==> src/rtl/mem_stage_lsu.sv <==
// MEM pipeline stage: load/store unit on a word-wide req/ack bus plus the MEM/WB register.
// Loads are lane-aligned and extended; stores get byte enables and replicated data.

module mem_stage_lsu_lane #(
  parameter int IDX = 0
) (
  input  logic        en,
  input  logic [1:0]  size,
  input  logic [63:0] src,
  output logic [7:0]  wbyte
);
  // Byte lane IDX takes store byte (IDX mod access size); size 3 wraps the mask to 7.
  logic [2:0] sel;
  assign sel   = 3'(IDX) & ((3'd1 << size) - 3'd1);
  assign wbyte = en ? src[{sel, 3'b000} +: 8] : 8'h00;
endmodule

module mem_stage_lsu #(
  parameter int WORD_BITWIDTH    = 32,
  parameter int REG_NUM_BITWIDTH = 5,
  parameter int TIMEOUT_CYCLES   = 255
) (
  input  logic                          clk,
  input  logic                          rst_n,
  input  logic                          in_valid,
  input  logic                          memRead,
  input  logic                          memWrite,
  input  logic                          memToReg,
  input  logic [2:0]                    funct3,
  input  logic [REG_NUM_BITWIDTH-1:0]   rd,
  input  logic [WORD_BITWIDTH-1:0]      ALUresult,
  input  logic [WORD_BITWIDTH-1:0]      readData2,
  output logic                          stall,
  output logic                          mem_req,
  output logic                          mem_we,
  output logic [WORD_BITWIDTH-1:0]      mem_addr,
  output logic [WORD_BITWIDTH/8-1:0]    mem_be,
  output logic [WORD_BITWIDTH-1:0]      mem_wdata,
  input  logic [WORD_BITWIDTH-1:0]      mem_rdata,
  input  logic                          mem_ack,
  output logic                          wb_valid,
  output logic [WORD_BITWIDTH-1:0]      wb_data,
  output logic [REG_NUM_BITWIDTH-1:0]   wb_rd,
  output logic                          wb_memToReg,
  output logic                          misaligned_exc,
  output logic                          timeout_exc,
  output logic [WORD_BITWIDTH-1:0]      exc_addr
);
  localparam int W  = WORD_BITWIDTH;
  localparam int NB = W / 8;
  localparam int LB = $clog2(NB);
  localparam int CW = (TIMEOUT_CYCLES > 1) ? $clog2(TIMEOUT_CYCLES) : 1;
  localparam logic [CW-1:0] TMAX = CW'((TIMEOUT_CYCLES > 0) ? TIMEOUT_CYCLES - 1 : 0);
  localparam logic [0:0] IDLE = 1'b0, ACCESS = 1'b1;

  typedef struct packed {
    logic [W-1:0]                addr;
    logic [W-1:0]                wdata;
    logic [REG_NUM_BITWIDTH-1:0] rd;
    logic                        we;
    logic                        m2r;
    logic                        uns;
    logic [1:0]                  size;
  } op_t;

  logic [0:0]    state;
  logic [CW-1:0] cnt;
  op_t           op;
  logic          acc, memop, legal, misal, bad, tmo;
  logic [LB-1:0] lane_in;

  assign acc     = (state == ACCESS);
  assign memop   = memRead | memWrite;
  assign lane_in = ALUresult[LB-1:0];

  always_comb begin
    legal = 1'b0;
    misal = 1'b0;
    case (funct3)
      3'b000, 3'b001, 3'b010: legal = 1'b1;
      3'b100, 3'b101:         legal = ~memWrite;
      3'b011:                 legal = (W == 64);
      3'b110:                 legal = (W == 64) && !memWrite;
      default:                legal = 1'b0;
    endcase
    case (funct3[1:0])
      2'b01:   misal = lane_in[0];
      2'b10:   misal = |lane_in[1:0];
      2'b11:   misal = |lane_in;
      default: misal = 1'b0;
    endcase
  end

  assign bad   = ~legal | misal;
  // Ack in the final allowed cycle still completes the access.
  assign tmo   = (TIMEOUT_CYCLES != 0) && (cnt == TMAX) && !mem_ack;
  assign stall = acc ? ~mem_ack : (in_valid & memop & ~bad);

  // Bus side: everything is forced to zero outside ACCESS.
  logic [7:0]         szmask, be8;
  logic [NB-1:0][7:0] wbytes;

  always_comb begin
    case (op.size)
      2'd0:    szmask = 8'h01;
      2'd1:    szmask = 8'h03;
      2'd2:    szmask = 8'h0F;
      default: szmask = 8'hFF;
    endcase
  end

  assign be8       = szmask << op.addr[LB-1:0];
  assign mem_req   = acc;
  assign mem_we    = acc & op.we;
  assign mem_addr  = acc ? {op.addr[W-1:LB], {LB{1'b0}}} : '0;
  assign mem_be    = acc ? be8[NB-1:0] : '0;
  assign mem_wdata = wbytes;

  for (genvar i = 0; i < NB; i++) begin : g_lane
    mem_stage_lsu_lane #(.IDX(i)) u_lane (
      .en    (acc & op.we),
      .size  (op.size),
      .src   (64'(op.wdata)),
      .wbyte (wbytes[i])
    );
  end

  // Load alignment: shift lane down, then mask and extend by size.
  logic [W-1:0] sh, msk, ld;
  logic         sgn;

  assign sh = mem_rdata >> {op.addr[LB-1:0], 3'b000};

  always_comb begin
    msk = '1;
    sgn = 1'b0;
    case (op.size)
      2'd0:    begin msk = W'(8'hFF);         sgn = sh[7];  end
      2'd1:    begin msk = W'(16'hFFFF);      sgn = sh[15]; end
      2'd2:    begin msk = W'(32'hFFFF_FFFF); sgn = sh[31]; end
      default: begin msk = '1;                sgn = 1'b0;   end
    endcase
    ld = (sh & msk) | ((sgn & ~op.uns) ? ~msk : '0);
  end

  always_ff @(posedge clk or negedge rst_n) begin
    if (!rst_n) begin
      state          <= IDLE;
      cnt            <= '0;
      op             <= '0;
      wb_valid       <= 1'b0;
      wb_data        <= '0;
      wb_rd          <= '0;
      wb_memToReg    <= 1'b0;
      misaligned_exc <= 1'b0;
      timeout_exc    <= 1'b0;
      exc_addr       <= '0;
    end else begin
      wb_valid       <= 1'b0;
      misaligned_exc <= 1'b0;
      timeout_exc    <= 1'b0;
      case (state)
        IDLE: if (in_valid) begin
          if (!memop) begin
            wb_valid    <= 1'b1;
            wb_data     <= ALUresult;
            wb_rd       <= rd;
            wb_memToReg <= memToReg;
          end else if (bad) begin
            misaligned_exc <= 1'b1;
            exc_addr       <= ALUresult;
          end else begin
            op    <= '{addr: ALUresult, wdata: readData2, rd: rd, we: memWrite,
                       m2r: memToReg, uns: funct3[2], size: funct3[1:0]};
            cnt   <= '0;
            state <= ACCESS;
          end
        end
        default: begin
          if (mem_ack) begin
            wb_valid    <= 1'b1;
            wb_data     <= op.we ? op.addr : ld;
            wb_rd       <= op.rd;
            wb_memToReg <= op.m2r;
            state       <= IDLE;
          end else if (tmo) begin
            timeout_exc <= 1'b1;
            exc_addr    <= op.addr;
            state       <= IDLE;
          end else begin
            cnt <= cnt + 1'b1;
          end
        end
      endcase
    end
  end
endmodule

==> config.mk <==
export PLATFORM = sky130hd
export DESIGN_NAME = mem_stage_lsu
export DESIGN_NICKNAME = d
export VERILOG_FILES = /design/src/rtl/mem_stage_lsu.sv
export SDC_FILE = /design/constraint.sdc
export NUM_CORES = 1
export LEC_CHECK = 0
export BUFFER_PORTS_ARGS = -buffer_cell sky130_fd_sc_hd__buf_2
export CORE_MARGIN = 4
export CORE_UTILIZATION = 50
export CTS_BUF_LIST = sky130_fd_sc_hd__clkbuf_16
export CTS_CLUSTER_DIAMETER = 120
export DETAILED_ROUTE_END_ITERATION = 8
export GPL_ROUTABILITY_DRIVEN = 1
export PLACE_DENSITY = 0.77
export SLEW_MARGIN = 20
export SYNTH_ARGS = -nofsm -noshare
export SYNTH_HDL_FRONTEND = slang
export SYNTH_SLANG_ARGS = --single-unit
export TNS_END_PERCENT = 1
==> constraint.sdc <==
create_clock -name clk -period 3.3 [get_ports clk]
set_input_delay 0.495 -clock clk [delete_from_list [all_inputs] [get_ports clk]]
set_output_delay 0.495 -clock clk [all_outputs]
set_load 0.005 [all_outputs]
## Word-level counts from Yosys, hierarchy flattened

Index checks and enable logic that the tools add are counted.

- Logic and storage cells: 125
- Bits of input ports: 111
- Bits in registers: 156

- Add/sub/neg operators: 2
- Shifts and indexed selects: 6
- Mux-type cells: 55
- Equal/unequal tests: 16
- Reduce and logical (&&, ||, !) cells: 15
- Bitwise operators: 15

Operators by type and width:

| operator | number |
|---|---|
| $mux W32 | 13 |
| $shiftx A64 B6 Y8 | 2 |
| $mux W8 | 10 |
| $pmux W32 S2 | 1 |
| $shiftx A64 B5 Y8 | 1 |
| $and A32 B32 Y32 | 1 |
| $not A32 Y32 | 1 |
| $or A32 B32 Y32 | 1 |
| $shr A32 B5 Y32 | 1 |
| $pmux W8 S3 | 1 |
| $mux W1 | 22 |
| $mux W5 | 4 |
| $ne A2 B2 Y1 const B | 5 |
| $reduce_and A5 Y1 | 2 |
| $add A8 B1 Y8 const B | 1 |
| $eq A8 B8 Y1 const B | 1 |
| $shl A8 B2 Y4 | 1 |
| $eq A2 B2 Y1 const B | 3 |
| $eq A3 B3 Y1 const B | 2 |
| $not A1 Y1 | 6 |
| $reduce_bool A2 Y1 | 3 |
| $reduce_or A2 Y1 | 3 |
| $and A1 B1 Y1 | 4 |
| $eq A2 B1 Y1 const B | 2 |
| 16 further kinds | 18 |

## Depth between registers and ports, before layout

Gate-level depths: netlist of run 1.

- Word-level depth: 9
- Mapped depth: 9
- Mapped depth without buffers: 7

## Modules after synthesis

Synthesis of run 1 repeated with hierarchy kept, for this count alone.

- Cells, all modules: 900
- Area total of the unflattened synthesis: 8593.2 µm²

Modules (own cells, without submodules):

| module | cells an instance | times used | area an instance (µm²) |
|---|---|---|---|
| mem_stage_lsu | 818 | 1 | 7917.6 |
| mem_stage_lsu_lane (g_lane[3].u_lane) | 27 | 1 | 280.3 |
| mem_stage_lsu_lane (g_lane[1].u_lane) | 30 | 1 | 203.9 |
| mem_stage_lsu_lane (g_lane[2].u_lane) | 17 | 1 | 141.4 |
| mem_stage_lsu_lane (g_lane[0].u_lane) | 8 | 1 | 50.0 |

## Worst setup path after synthesis of run 1

Ideal clock, no wire load.

- Path kind: register to output
- Start: register op[0] (netlist bit)
- End: output mem_wdata[20]
- Arrival: 2.306 ns
- Buffers on the path: 4
- Required time: 2.805 ns
- Cell stages (with the launch flop): 10
- Slack: 0.499 ns
- Path through: dfrtp_1 -> buf_2 -> nor2_2 -> inv_2 -> clkbuf_1 -> ha_1 -> clkbuf_1 -> buf_1 -> mux2i_1 -> nor2_1

- Cells in the longest elaborated chain, start to end: 4

RTL lines:

| item | line | RTL |
|---|---|---|
| start, declared | 68 | `op_t op;` |
| start signal, assigned | 173 | `op <= '{addr: ALUresult, wdata: readData2, rd: rd, we: memWrite,` |
| $shl A1 B2 Y2 | 14 | `assign sel = 3'(IDX) & ((3'd1 << size) - 3'd1);` |
| $sub A2 B1 Y2 | -- |  |
| $shiftx A64 B6 Y8 | 15 | `assign wbyte = en ? src[{sel, 3'b000} +: 8] : 8'h00;` |
| $mux W8 | 15 |  |
| end, declared | 38 | `output logic [WORD_BITWIDTH-1:0] mem_wdata,` |

No other way between the ends.

## Final worst setup path of run 1

- Start: register state, in the netlist mem_req
- End: output mem_addr[25]

- Cells in the longest elaborated chain, start to end: 1

RTL lines:

| item | line | RTL |
|---|---|---|
| start, declared | 66 | `logic [0:0] state;` |
| start signal, assigned | 148 | `state <= IDLE;` |
| start signal, assigned | 176 | `state <= ACCESS;` |
| start signal, assigned | 185 | `state <= IDLE;` |
| $mux W32 | 115 | `assign mem_addr = acc ? {op.addr[W-1:LB], {LB{1'b0}}} : '0;` |
| end, declared | 36 | `output logic [WORD_BITWIDTH-1:0] mem_addr,` |

No other way between the ends.

==> summary.md, run 1 <==
| Metric | Value |
|---|---|
| Initial antenna violation count | 5 |
| Most frequent cell after synthesis | dfrtp_1 |
| Clock Power Share | a little over a quarter |
| TNS Setup | 0 ns |
| Pre-Repair DR Iteration Count | 6 |
| Synth area leaders | dfrtp_1 (44%), mux2_4 (10%), mux2i_1 (5.3%), mux2_1 (3.7%), nor2_1 (3.5%) |
| Crit path largest cell delay | approximately 0.58 ns |
| Internal | 0.00514 W |
| Critical Path RT | ~2.8 ns |
| Post-synthesis mux area share | 21.8% |
| WP depth | 5 |
| Area of the core | approximately 0.017 mm² |
| Compound-cell area share of the yosys netlist | 15.4% |
| Post-Syn Area | about 0.0088 mm² |
| Vias per std cell | roughly 5.8 |
| PD cells | a little over 700 mW/mm² |
| Clock sinks | between 150 and 200 |
| Clock Tree Root | clkbuf_16 |
| Grt ovf | 0 |
| Iteration-0 DRC Markers | slightly below 700 |
| Setup crit start kind | register |
| # DRC | 0 |
| Crit path buf inv count | 4 |
| Flops & latches, synth | approximately 160 |
| Post-Synth Simple-Gate Area | 12.2% |
| Post-Syn Instances | 811 |
| P_leak | 5.57 nW |
| Die Ht | roughly 140 µm |
| Max VDD drop | 0.000424 V |
| Largest net degree at the start of global routing | between 70 and 80 |
| Initial Utilization | between 50% and 60% |
| Status | complete, no violations |
| Post-synthesis adder-cell area fraction | less than 1% |
| Hold WC Path Type | input pin to asynchronous set/reset pin |
| Seq/Total Area, Yosys | between 40 and 50% |
| Main synth FF type | dfrtp_1 |
| CP endpoint | mem_addr[25] |
| Main combinational cell family by area after synthesis | multiplexers |
| Delay-heaviest family, CP | buffers and inverters |
| Top-area cell type share of the netlist area | 44.3% |
| Tmin final | about 2.9 ns |
| Vias in the first global route | ~7700 |
| Clk Latency, worst-skew pair | between 0.4 and 0.5 ns |
| Num rows | between 40 and 50 |
| Async set or reset register ratio after synthesis | 100% |
| Reg clk slew, reported paths | ~0.060 ns |
| Net Sw Frac | about a third |
| Peak Freq | between 0.3 and 0.4 GHz |
| Detailed-route via count | between 7000 and 8000 |
| H-tree depth | 4 |
| Unrepaired setup endpoints after global routing | false |
| Clk buf depth | 2 |
| Die ar. | roughly 0.020 mm² |
| Switching power | roughly 0.0026 W |
| Post-DP HPWL | ~19000 µm |
| Worst hold slack | about 0.074 ns |
| Buffers on Ports | roughly 250 |
| Post-cts sizing count | 0 |
| Number of post-CTS setup repair buffers | 0 |
| Post-synth EDFFs | 0 |
| CP max FO | 38 |
| Post-Syn Area per Cell | between 10 and 15 µm² |
| Area Growth Syn to Fin | 23.2% |
| Total routed wirelength | about 27000 µm |
| Layout cells sized above 1 | between 30 and 40% |
| Worst R2R Path Depth | 4 |
| FF-to-FF Start | mem_req |
| Synth Area in XOR/XNOR | less than 1% |
| Post-synth top cells | dfrtp_1 (156), nor2_1 (81), mux2_4 (60) |
| R2R Setup Slk | roughly 0.93 ns |
| Crit path DAT | between 2 and 2.5 ns |
| Fin nets | about 1200 |
| Hold Buf Count CTS | 0 |
| CP max-delay cell | dfrtp_2 |
| TritonCTS Buffers | 17 |
| Syn. warnings | 0 |
| Area leader, netlist | dfrtp_1 |
| WS Path Type | register to output pin |
| GPL Wtd Cong | roughly 0.87 |
| Rel. slew slack | approximately 51% |
| I/O pins | 255 |
| Clock Skew | 0.00703 ns |
| Worst-Margin Slew | 0.731 ns |
| Flop pwr share | around 38% |
| Cell variety after synth | 59 |
| CTS tree | done |
| First-pass GRT wire length | a little over 40000 µm |
| Final Cycle Share | between 80 and 90% |
| Count of final setup violators | 0 |
| Worst r2r dst | wb_data[9] |
| Final hold viol count | 0 |
| Crit path launch | mem_req |
| Share of total power in combinational logic | a little over a third |
| Die span in x | around 140 µm |
| Max-slew violations | 0 |
| Total Routing Usage GR | between 20% and 30% |
| Post-DRT Antenna Nets | 0 |
| Max-cap violation count | 0 |
| Fillers | around 1400 |
| Worst path cell trace | buf_4 > inv_2 > buf_12 > nor2_1 > buf_2 |
| CP Capture Type | output pin |
| Routed wire per std cell | ~21 µm |
## placed cells by master (no fill, tap or decap), types with 4 or more instances in the layout
cell type / netlist / routed
nand4_1: 5 / 5
clkbuf_16: 0 / 17
nand2b_1: 15 / 15
a211oi_1: 11 / 10
o2bb2ai_1: 6 / 6
a22oi_1: 8 / 8
nand2_1: 41 / 40
and3_1: 26 / 26
buf_2: 19 / 251
o22ai_1: 17 / 17
o221ai_1: 5 / 4
xnor2_1: 7 / 7
o22a_1: 8 / 8
nor2_1: 81 / 81
bufinv_16: 0 / 4
a221oi_2: 16 / 16
and2_1: 23 / 23
inv_2: 3 / 4
a21o_1: 17 / 17
a22o_1: 10 / 10
a21oi_1: 10 / 10
o21ai_0: 29 / 29
nor3_1: 10 / 10
mux2_4: 60 / 60
inv_1: 21 / 21
mux2_1: 29 / 29
mux2_2: 20 / 20
o21ai_1: 30 / 30
dfrtp_1: 156 / 155
buf_4: 3 / 19
mux2i_1: 47 / 47
## power by group through the flow
stage / combinational [W] / sequential [W] / clock (W)
final: 0.00278 / 0.00295 / 0.00204
after floorplan: 0.00176 / 0.00286 / 0
after detailed placement: 0.00277 / 0.00296 / 0
after CTS: 0.00278 / 0.00294 / 0.00207
after global placement: 0.00269 / 0.00294 / 0
after global routing: 0.00303 / 0.00303 / 0.00215
## layout make-up
type / instances / area, µm² / share of cell area [%]
multi-input cells: 568 / 4480 / 41.3
flip-flops and latches: 156 / 3910 / 36.0
repair buffers: 274 / 1470 / 13.5
clock buffers: 17 / 425 / 3.92
well taps: 225 / 282 / 2.59
clock inverters: 14 / 179 / 1.65
inverters: 26 / 103 / 0.945
diodes: 2 / 5.00 / 0.0461
## worst min-delay path by stage
stage,startpoint,cells after the start,to
detailed placement,wb_data[4],2,wb_data[4]
global route,rst_n,1,exc_addr[20]
global placement,wb_data[7],2,wb_data[7]
finish,rst_n,1,exc_addr[20]
CTS,rst_n,1,wb_rd[3]
floorplan,rst_n,0,cnt[0]
## stage by stage
step	total power (W)	worst slack (ns)	cells	cell area, µm²	utilization, %
floorplan	0.00463	0.499	812	8810	-
global placement	0.00563	0.721	1249	10200	59.2
detailed placement	0.00572	0.632	1249	10200	59.2
CTS	0.00779	0.419	1280	10800	62.7
global route	0.00821	0.283	1282	10900	62.7
finish	0.00778	0.400	1282	10900	62.7
## metal layers
layer	vias up	track usage [%]	share of wire, %
met2	346	42.2	48
met1	3690	35.1	42
li1	3379	-	-
met5	-	0	0.15
met4	6	8.36	2.2
met3	49	7.43	8.1
## kinds of logic after synthesis
| kind of cell | after synthesis |
|---|---|
| fa+ha+maj | 3 |
| other cells | 1 |
| xor+xnor | 7 |
| flops | 156 |
| mux | 156 |
| simple gates | 219 |
| buf+inv | 88 |
| compound gates | 181 |
## sequential cells by signal, summed over array words and instances (netlist names)
register / flops
cnt: 8
wb_memToReg: 1
wb_valid: 1
exc_addr: 32
timeout_exc: 1
wb_data: 32
wb_rd: 5
misaligned_exc: 1
mem_req: 1
op: 74
No activity file was read; power rests on OpenSTA's default activity.
==> inputs of run 2 (changes only) <==
--- a/config.mk
+++ b/config.mk
@@ -7,12 +7,12 @@
 export LEC_CHECK = 0
 export BUFFER_PORTS_ARGS = -buffer_cell sky130_fd_sc_hd__buf_2
 export CORE_MARGIN = 4
-export CORE_UTILIZATION = 50
+export CORE_UTILIZATION = 51
 export CTS_BUF_LIST = sky130_fd_sc_hd__clkbuf_16
 export CTS_CLUSTER_DIAMETER = 120
 export DETAILED_ROUTE_END_ITERATION = 8
 export GPL_ROUTABILITY_DRIVEN = 1
-export PLACE_DENSITY = 0.77
+export PLACE_DENSITY = 0.79
 export SLEW_MARGIN = 20
 export SYNTH_ARGS = -nofsm -noshare
 export SYNTH_HDL_FRONTEND = slang
==> summary.md, run 2 (same netlist as run 1, synthesis figures left out) <==
| Metric | Value |
|---|---|
| Total Routing Usage GR | 26.0% (-0.40 points) |
| Max-cap violation count | 0 (unchanged) |
| Total Power | 0.00752 W (-3.3%) |
| Final hold viol count | 0 (unchanged) |
| TritonCTS Buffers | 17 (unchanged) |
| Final Cycle Share | 91.3% (+3.5 points) |
| Commonest non-fill, non-tap cells in the layout | buf_2 (251), dfrtp_1 (155), nor2_1 (81) |
| Crit path DAT | 2.52 ns (+0.11 ns) |
| Initial antenna violation count | 7 (+2) |
| WP depth | 4 (-1) |
| Count of final setup violators | 0 (unchanged) |
| Post-cts sizing count | 0 (unchanged) |
| CP Capture Type | output pin |
| Largest net degree at the start of global routing | 97 (+35%) |
| Pre-Repair DR Iteration Count | 5 (-1) |
| Commonest non-fill, non-tap cell in the layout | buf_2 |
| Post-DP HPWL | 18200 µm (-2.9%) |
| Tmin final | 3.01 ns (+0.114 ns) |
| Hold Buf Count CTS | 0 (unchanged) |
| GPL Wtd Cong | 0.866 (-0.32%) |
| Total routed wirelength | 25800 µm (-2.9%) |
| Crit path largest cell delay | 0.72 ns (+0.14 ns) |
| H-tree depth | 4 (unchanged) |
| Detailed-route via count | 7394 (-1.0%) |
| Buffers on Ports | 252 (unchanged) |
| Layout cells sized above 1 | 38.9% (-0.44 points) |
| Unrepaired setup endpoints after global routing | false |
| Peak Freq | 0.332 GHz (-3.8%) |
| CTS tree | done |
| CP max FO | 29 (-24%) |
| Die ar. | 0.0194 mm² (-1.9%) |
| Largest register FFs | 74 (unchanged) |
| P_leak | 5.51 nW (-1.2%) |
| Biggest register | op |
| R2R Setup Slk | 0.91 ns (-0.02 ns) |
| Routed wire per std cell | 20.3 µm (-2.2%) |
| Setup crit start kind | register |
| First-pass GRT wire length | 40700 µm (-1.9%) |
| Crit path buf inv count | 1 (-3) |
| Max VDD drop | 0.000458 V (+8.0%) |
| Number of post-CTS setup repair buffers | 0 (unchanged) |
| Worst path cell trace | nand2_2 > nor2_1 > o22a_1 > buf_2 |
| Vias in the first global route | 7549 (-1.4%) |
| Initial Utilization | 52.6% (+1.6 points) |
| Max-slew violations | 0 (unchanged) |
| CP endpoint | mem_wdata[31] |
| Clk buf depth | 2 (unchanged) |
| Area Growth Syn to Fin | 21.8% |
| Critical Path RT | 2.80 ns (about the same) |
| TNS Setup | 0 ns (unchanged) |
| Status | complete, no violations |
| Delay-heaviest family, CP | simple AND/OR/NAND/NOR gates |
| Worst r2r dst | op[5] |
| Clock Tree Root | clkbuf_16 |
| Worst-Margin Slew | 1.06 ns (+0.326 ns) |
| Utilization after layout | 64.0% (+1.3 points) |
| Iteration-0 DRC Markers | 516 (-25%) |
| Rel. slew slack | 29.4% (-22 points) |
| Crit path launch | mem_req |
| Post-DRT Antenna Nets | 0 (unchanged) |
| I/O pins | 255 (unchanged) |
| Clk Latency, worst-skew pair | 0.43 ns (about the same) |
| Area of the core | 0.0168 mm² (-3.1%) |
| Clock Skew | 0.0125 ns (+0.00544 ns) |
| Biggest regs | op: 74 flops, exc_addr: 32 flops, wb_data: 32 flops |
| Num rows | 47 (-2.1%) |
| PD cells | 700 mW/mm² (-2.3%) |
| Die span in x | 139 µm (-0.93%) |
| Reg clk slew, reported paths | 0.06 ns (about the same) |
| Hold WC Path Type | input pin to asynchronous set/reset pin |
| FF-to-FF Start | mem_req |
| Die Ht | 139 µm (-0.93%) |
| # DRC | 0 (unchanged) |
| Worst R2R Path Depth | 4 (unchanged) |
| Fin nets | 1154 (-0.26%) |
| Clock sinks | 156 (unchanged) |
| WS Path Type | register to output pin |
| CP max-delay cell | dfrtp_2 |
| Grt ovf | 0 (unchanged) |
| Vias per std cell | 5.81 (-0.32%) |
run 2: changes by cell type in the layout (fill, tap and decap cells not counted), moves of 2 or more:
cell       previous run  this run
clkinv_4              3         1
bufinv_16             4         2
diode_2               2         4
buf_12                3         1
run 2: worst min-delay path by stage:
| stage | endpoint | slack [ns] | depth (start not counted) |
|---|---|---|---|
| floorplan | cnt[0] | 0.20 | 0 |
| global placement | wb_rd[1] | 0.46 | 2 |
| detailed placement | wb_data[5] | 0.47 | 2 |
| CTS | op[14] | 0.20 | 1 |
| global route | op[11] | 0.22 | 1 |
| finish | op[11] | 0.16 | 1 |
run 2: final cells by class:
| cell class | count | area (µm²) |
|---|---|---|
| Fill cell | 1366 | 6030 |
| Multi-Input combinational cell | 568 | 4480 |
| Tap cell | 220 | 275 |
| Sequential cell | 156 | 3910 |
| Clock inverter | 11 | 108 |
| Timing Repair Buffer | 271 | 1420 |
| Inverter | 26 | 103 |
| Clock buffer | 17 | 425 |
| Antenna cell | 4 | 10.0 |
run 2: metal layers:
layer	track usage (%)	vias up	share of wire [%]
li1	-	3382	-
met1	35.5	3602	42
met2	41.9	357	47
met3	6.17	47	8.6
met4	7.16	6	1.6
met5	0	-	0.15
run 2: per-stage QoR:
| step | hold slack, ns | std cells | worst slack, ns | area, µm² |
|---|---|---|---|---|
| finish | 0.158 | 1273 | 0.286 | 10700 |
| global route | 0.222 | 1273 | 0.112 | 10700 |
| CTS | 0.203 | 1269 | 0.300 | 10700 |
| detailed placement | 0.474 | 1241 | 0.759 | 10200 |
| global placement | 0.463 | 1241 | 0.809 | 10200 |
| floorplan | 0.199 | 812 | 0.499 | 8810 |
run 2: worst register-to-register path, delay by kind of cell (launching register included):
| family | cells | cell delay [ns] |
|---|---|---|
| buffers and inverters | 1 | 0.80 |
| flip-flops | 1 | 0.72 |
| AO/OA/AOI/OAI | 1 | 0.11 |
| AND/OR/NAND/NOR | 1 | 0.20 |
| multiplexers | 1 | 0.45 |
run 2: power breakdown:
group	internal (W)	total, W	switching (W)
Clock	0.00108	0.00185	0.000766
Combinational	0.00135	0.00270	0.00135
Sequential	0.00252	0.00297	0.000449
Total	0.00495	0.00752	0.00256
==> inputs of run 3 (changes only) <==
--- a/config.mk
+++ b/config.mk
@@ -7,12 +7,11 @@
 export LEC_CHECK = 0
 export BUFFER_PORTS_ARGS = -buffer_cell sky130_fd_sc_hd__buf_2
 export CORE_MARGIN = 4
-export CORE_UTILIZATION = 51
+export CORE_UTILIZATION = 35
 export CTS_BUF_LIST = sky130_fd_sc_hd__clkbuf_16
 export CTS_CLUSTER_DIAMETER = 120
 export DETAILED_ROUTE_END_ITERATION = 8
 export GPL_ROUTABILITY_DRIVEN = 1
-export PLACE_DENSITY = 0.79
 export SLEW_MARGIN = 20
 export SYNTH_ARGS = -nofsm -noshare
 export SYNTH_HDL_FRONTEND = slang
==> summary.md, run 3 (same netlist as run 1, synthesis figures left out) <==
| Metric | Value |
|---|---|
| Status | complete, no violations |
| WS Path Type | register to output pin |
| TritonCTS Buffers | 17 (unchanged) |
| Vias in the first global route | 7398 (-2.0%) |
| Initial Utilization | 35.9% (-17 points) |
| Pre-Repair DR Iteration Count | 5 (unchanged) |
| Die Ht | 167 µm (+20%) |
| CP max FO | 9 (-69%) |
| Area Growth Syn to Fin | 26.0% |
| Area of the multi-input gates | 0.00448 mm² (unchanged) |
| Routed wire per std cell | 20.4 µm (+0.84%) |
| Largest net degree at the start of global routing | 94 (-3.1%) |
| Grt ovf | 0 (unchanged) |
| Buffers on Ports | 252 (unchanged) |
| I/O pins | 255 (unchanged) |
| Fillers | 2383 (+74%) |
| Share of total power in combinational logic | 34.4% (-1.5 points) |
| Reg clk slew, reported paths | 0.07 ns (about the same) |
| Max-cap violation count | 0 (unchanged) |
| Max-slew violations | 0 (unchanged) |
| Total Routing Usage GR | 20.0% (-6.0 points) |
| Layout cells sized above 1 | 39.8% (+0.92 points) |
| Clock Skew | 0.0102 ns (-0.00224 ns) |
| Die span in x | 167 µm (+20%) |
| Biggest regs | op: 74 flops, exc_addr: 32 flops, wb_data: 32 flops |
| Utilization after layout | 45.2% (-19 points) |
| P_leak | 5.62 nW (+2.1%) |
| Worst-Margin Slew | 0.904 ns (-0.154 ns) |
| Peak Freq | 0.342 GHz (+3.1%) |
| Clk Latency, worst-skew pair | 0.43 ns (about the same) |
| Crit path largest cell delay | 0.54 ns (-0.18 ns) |
| GPL Wtd Cong | 0.809 (-6.5%) |
| Vias per std cell | 5.25 (-9.7%) |
| Flop pwr share | 37.2% (-2.3 points) |
| H-tree depth | 4 (unchanged) |
| Max VDD drop | 0.000342 V (-25%) |
| Largest register FFs | 74 (unchanged) |
| Post-DRT Antenna Nets | 0 (unchanged) |
| Rel. slew slack | 39.8% (+10 points) |
| Internal | 0.00531 W (+7.2%) |
| Count of final setup violators | 0 (unchanged) |
| Post-cts sizing count | 0 (unchanged) |
| Total routed wirelength | 28300 µm (+9.8%) |
| Iteration-0 DRC Markers | 413 (-20%) |
| Post-DP HPWL | 20700 µm (+14%) |
| Clock Tree Root | clkbuf_16 |
| CP Capture Type | output pin |
| Clock Power Share | 28.4% (+3.8 points) |
| Tmin final | 2.92 ns (-0.0901 ns) |
| Clk buf depth | 2 (unchanged) |
| Die ar. | 0.0278 mm² (+43%) |
| CP max-delay cell | nor2_1 |
| # DRC | 0 (unchanged) |
| Crit path DAT | 2.43 ns (-0.09 ns) |
| PD cells | 723 mW/mm² (+3.2%) |
| Final Cycle Share | 88.6% (-2.7 points) |
| Setup crit start kind | register |
| Commonest non-fill, non-tap cells in the layout | buf_2 (251), dfrtp_1 (155), nor2_1 (81) |
| Final hold viol count | 0 (unchanged) |
| Net Sw Frac | 33.8% (-0.32 points) |
| Detailed-route via count | 7272 (-1.6%) |
| Worst R2R Path Depth | 4 (unchanged) |
| Hold WC Path Type | input pin to register |
| Switching power | 0.00271 W (+5.7%) |
| Worst path cell trace | nor2_2 > inv_2 > ha_1 > nor2_1 > o22a_1 > buf_2 |
| First-pass GRT wire length | 44000 µm (+7.9%) |
| Unrepaired setup endpoints after global routing | false |
| Biggest register | op |
| Hold Crit Depth | 2 |
| TNS Setup | 0 ns (unchanged) |
| Commonest non-fill, non-tap cell in the layout | buf_2 |
| Num rows | 57 (+21%) |
| Critical Path RT | 2.80 ns (about the same) |
| Clock sinks | 156 (unchanged) |
| Register area | 0.00391 mm² (unchanged) |
| Fin nets | 1162 (+0.69%) |
| CTS tree | done |
| Initial antenna violation count | 2 (-5) |
| Area of the core | 0.0245 mm² (+46%) |
[run 3: changes by cell type in the layout (fill, tap and decap cells not counted), sizes merged]
cell	delta
diode	-2
clkinvlp	-1
bufinv	+4
dlygate4sd3	+1
buf	+7
[run 3: final cells by class]
cell class                      instances  share of cell area (%)
Antenna cell                            2                  0.0451
Tap cell                              324                    3.65
Clock buffer                           17                    3.83
Timing Repair Buffer                  279                    13.7
Sequential cell                       156                    35.2
Multi-Input combinational cell        568                    40.4
Inverter                               26                   0.925
Clock inverter                         14                    2.20
[run 3: final timing paths]
kind                                 end          start  slack [ns]
setup / recovery           mem_wdata[31]          op[0]        0.38
hold / removal                    op[38]  readData2[28]        0.30
setup reg to reg             wb_data[10]        mem_req        0.89
hold reg to reg             exc_addr[26]   exc_addr[26]        0.48
max in group asynchronous   exc_addr[26]          rst_n        1.90
min in group asynchronous         op[14]          rst_n        0.52
[run 3: layer usage]
layer	track usage [%]	share of wire, %	up-vias
li1	-	-	3396
met2	32.0	47	220
met4	4.84	1.3	0
met3	4.38	5.5	21
met5	0	0	-
met1	27.9	46	3635
[run 3: power by group through the flow]
stage | registers (W) | clock network (W) | logic, W
finish | 0.00298 | 0.00228 | 0.00276
global route | 0.00307 | 0.00240 | 0.00303
CTS | 0.00298 | 0.00231 | 0.00279
detailed placement | 0.00300 | 0 | 0.00278
global placement | 0.00299 | 0 | 0.00274
floorplan | 0.00286 | 0 | 0.00176
[run 3: through the flow]
step | worst slack (ns) | total power (W) | std cells | area [µm²] | hold slack [ns]
2_1_floorplan | 0.499 | 0.00463 | 812 | 8810 | 0.199
3_3_place_gp | 0.783 | 0.00573 | 1352 | 10400 | 0.419
3_5_place_dp | 0.713 | 0.00578 | 1352 | 10400 | 0.419
4_1_cts | 0.355 | 0.00807 | 1384 | 11100 | 0.276
5_1_grt | 0.209 | 0.00850 | 1386 | 11100 | 0.273
6_report | 0.376 | 0.00802 | 1386 | 11100 | 0.297
[run 3: timing repair]
action,4_1_cts,5_1_grt
hold buffers,1,0
endpoints found under the hold margin,34,0
buffers inserted,0,0
[run 3: worst max-delay path: cells and delay by family (launching register included)]
kind                     cells  cell delay (ns)
AND/OR/NAND/NOR              2             0.71
AO/OA/AOI/OAI                1             0.24
flip-flops                   1             0.48
adder cells (fa/ha/maj)      1             0.42
buffers and inverters        2             0.15
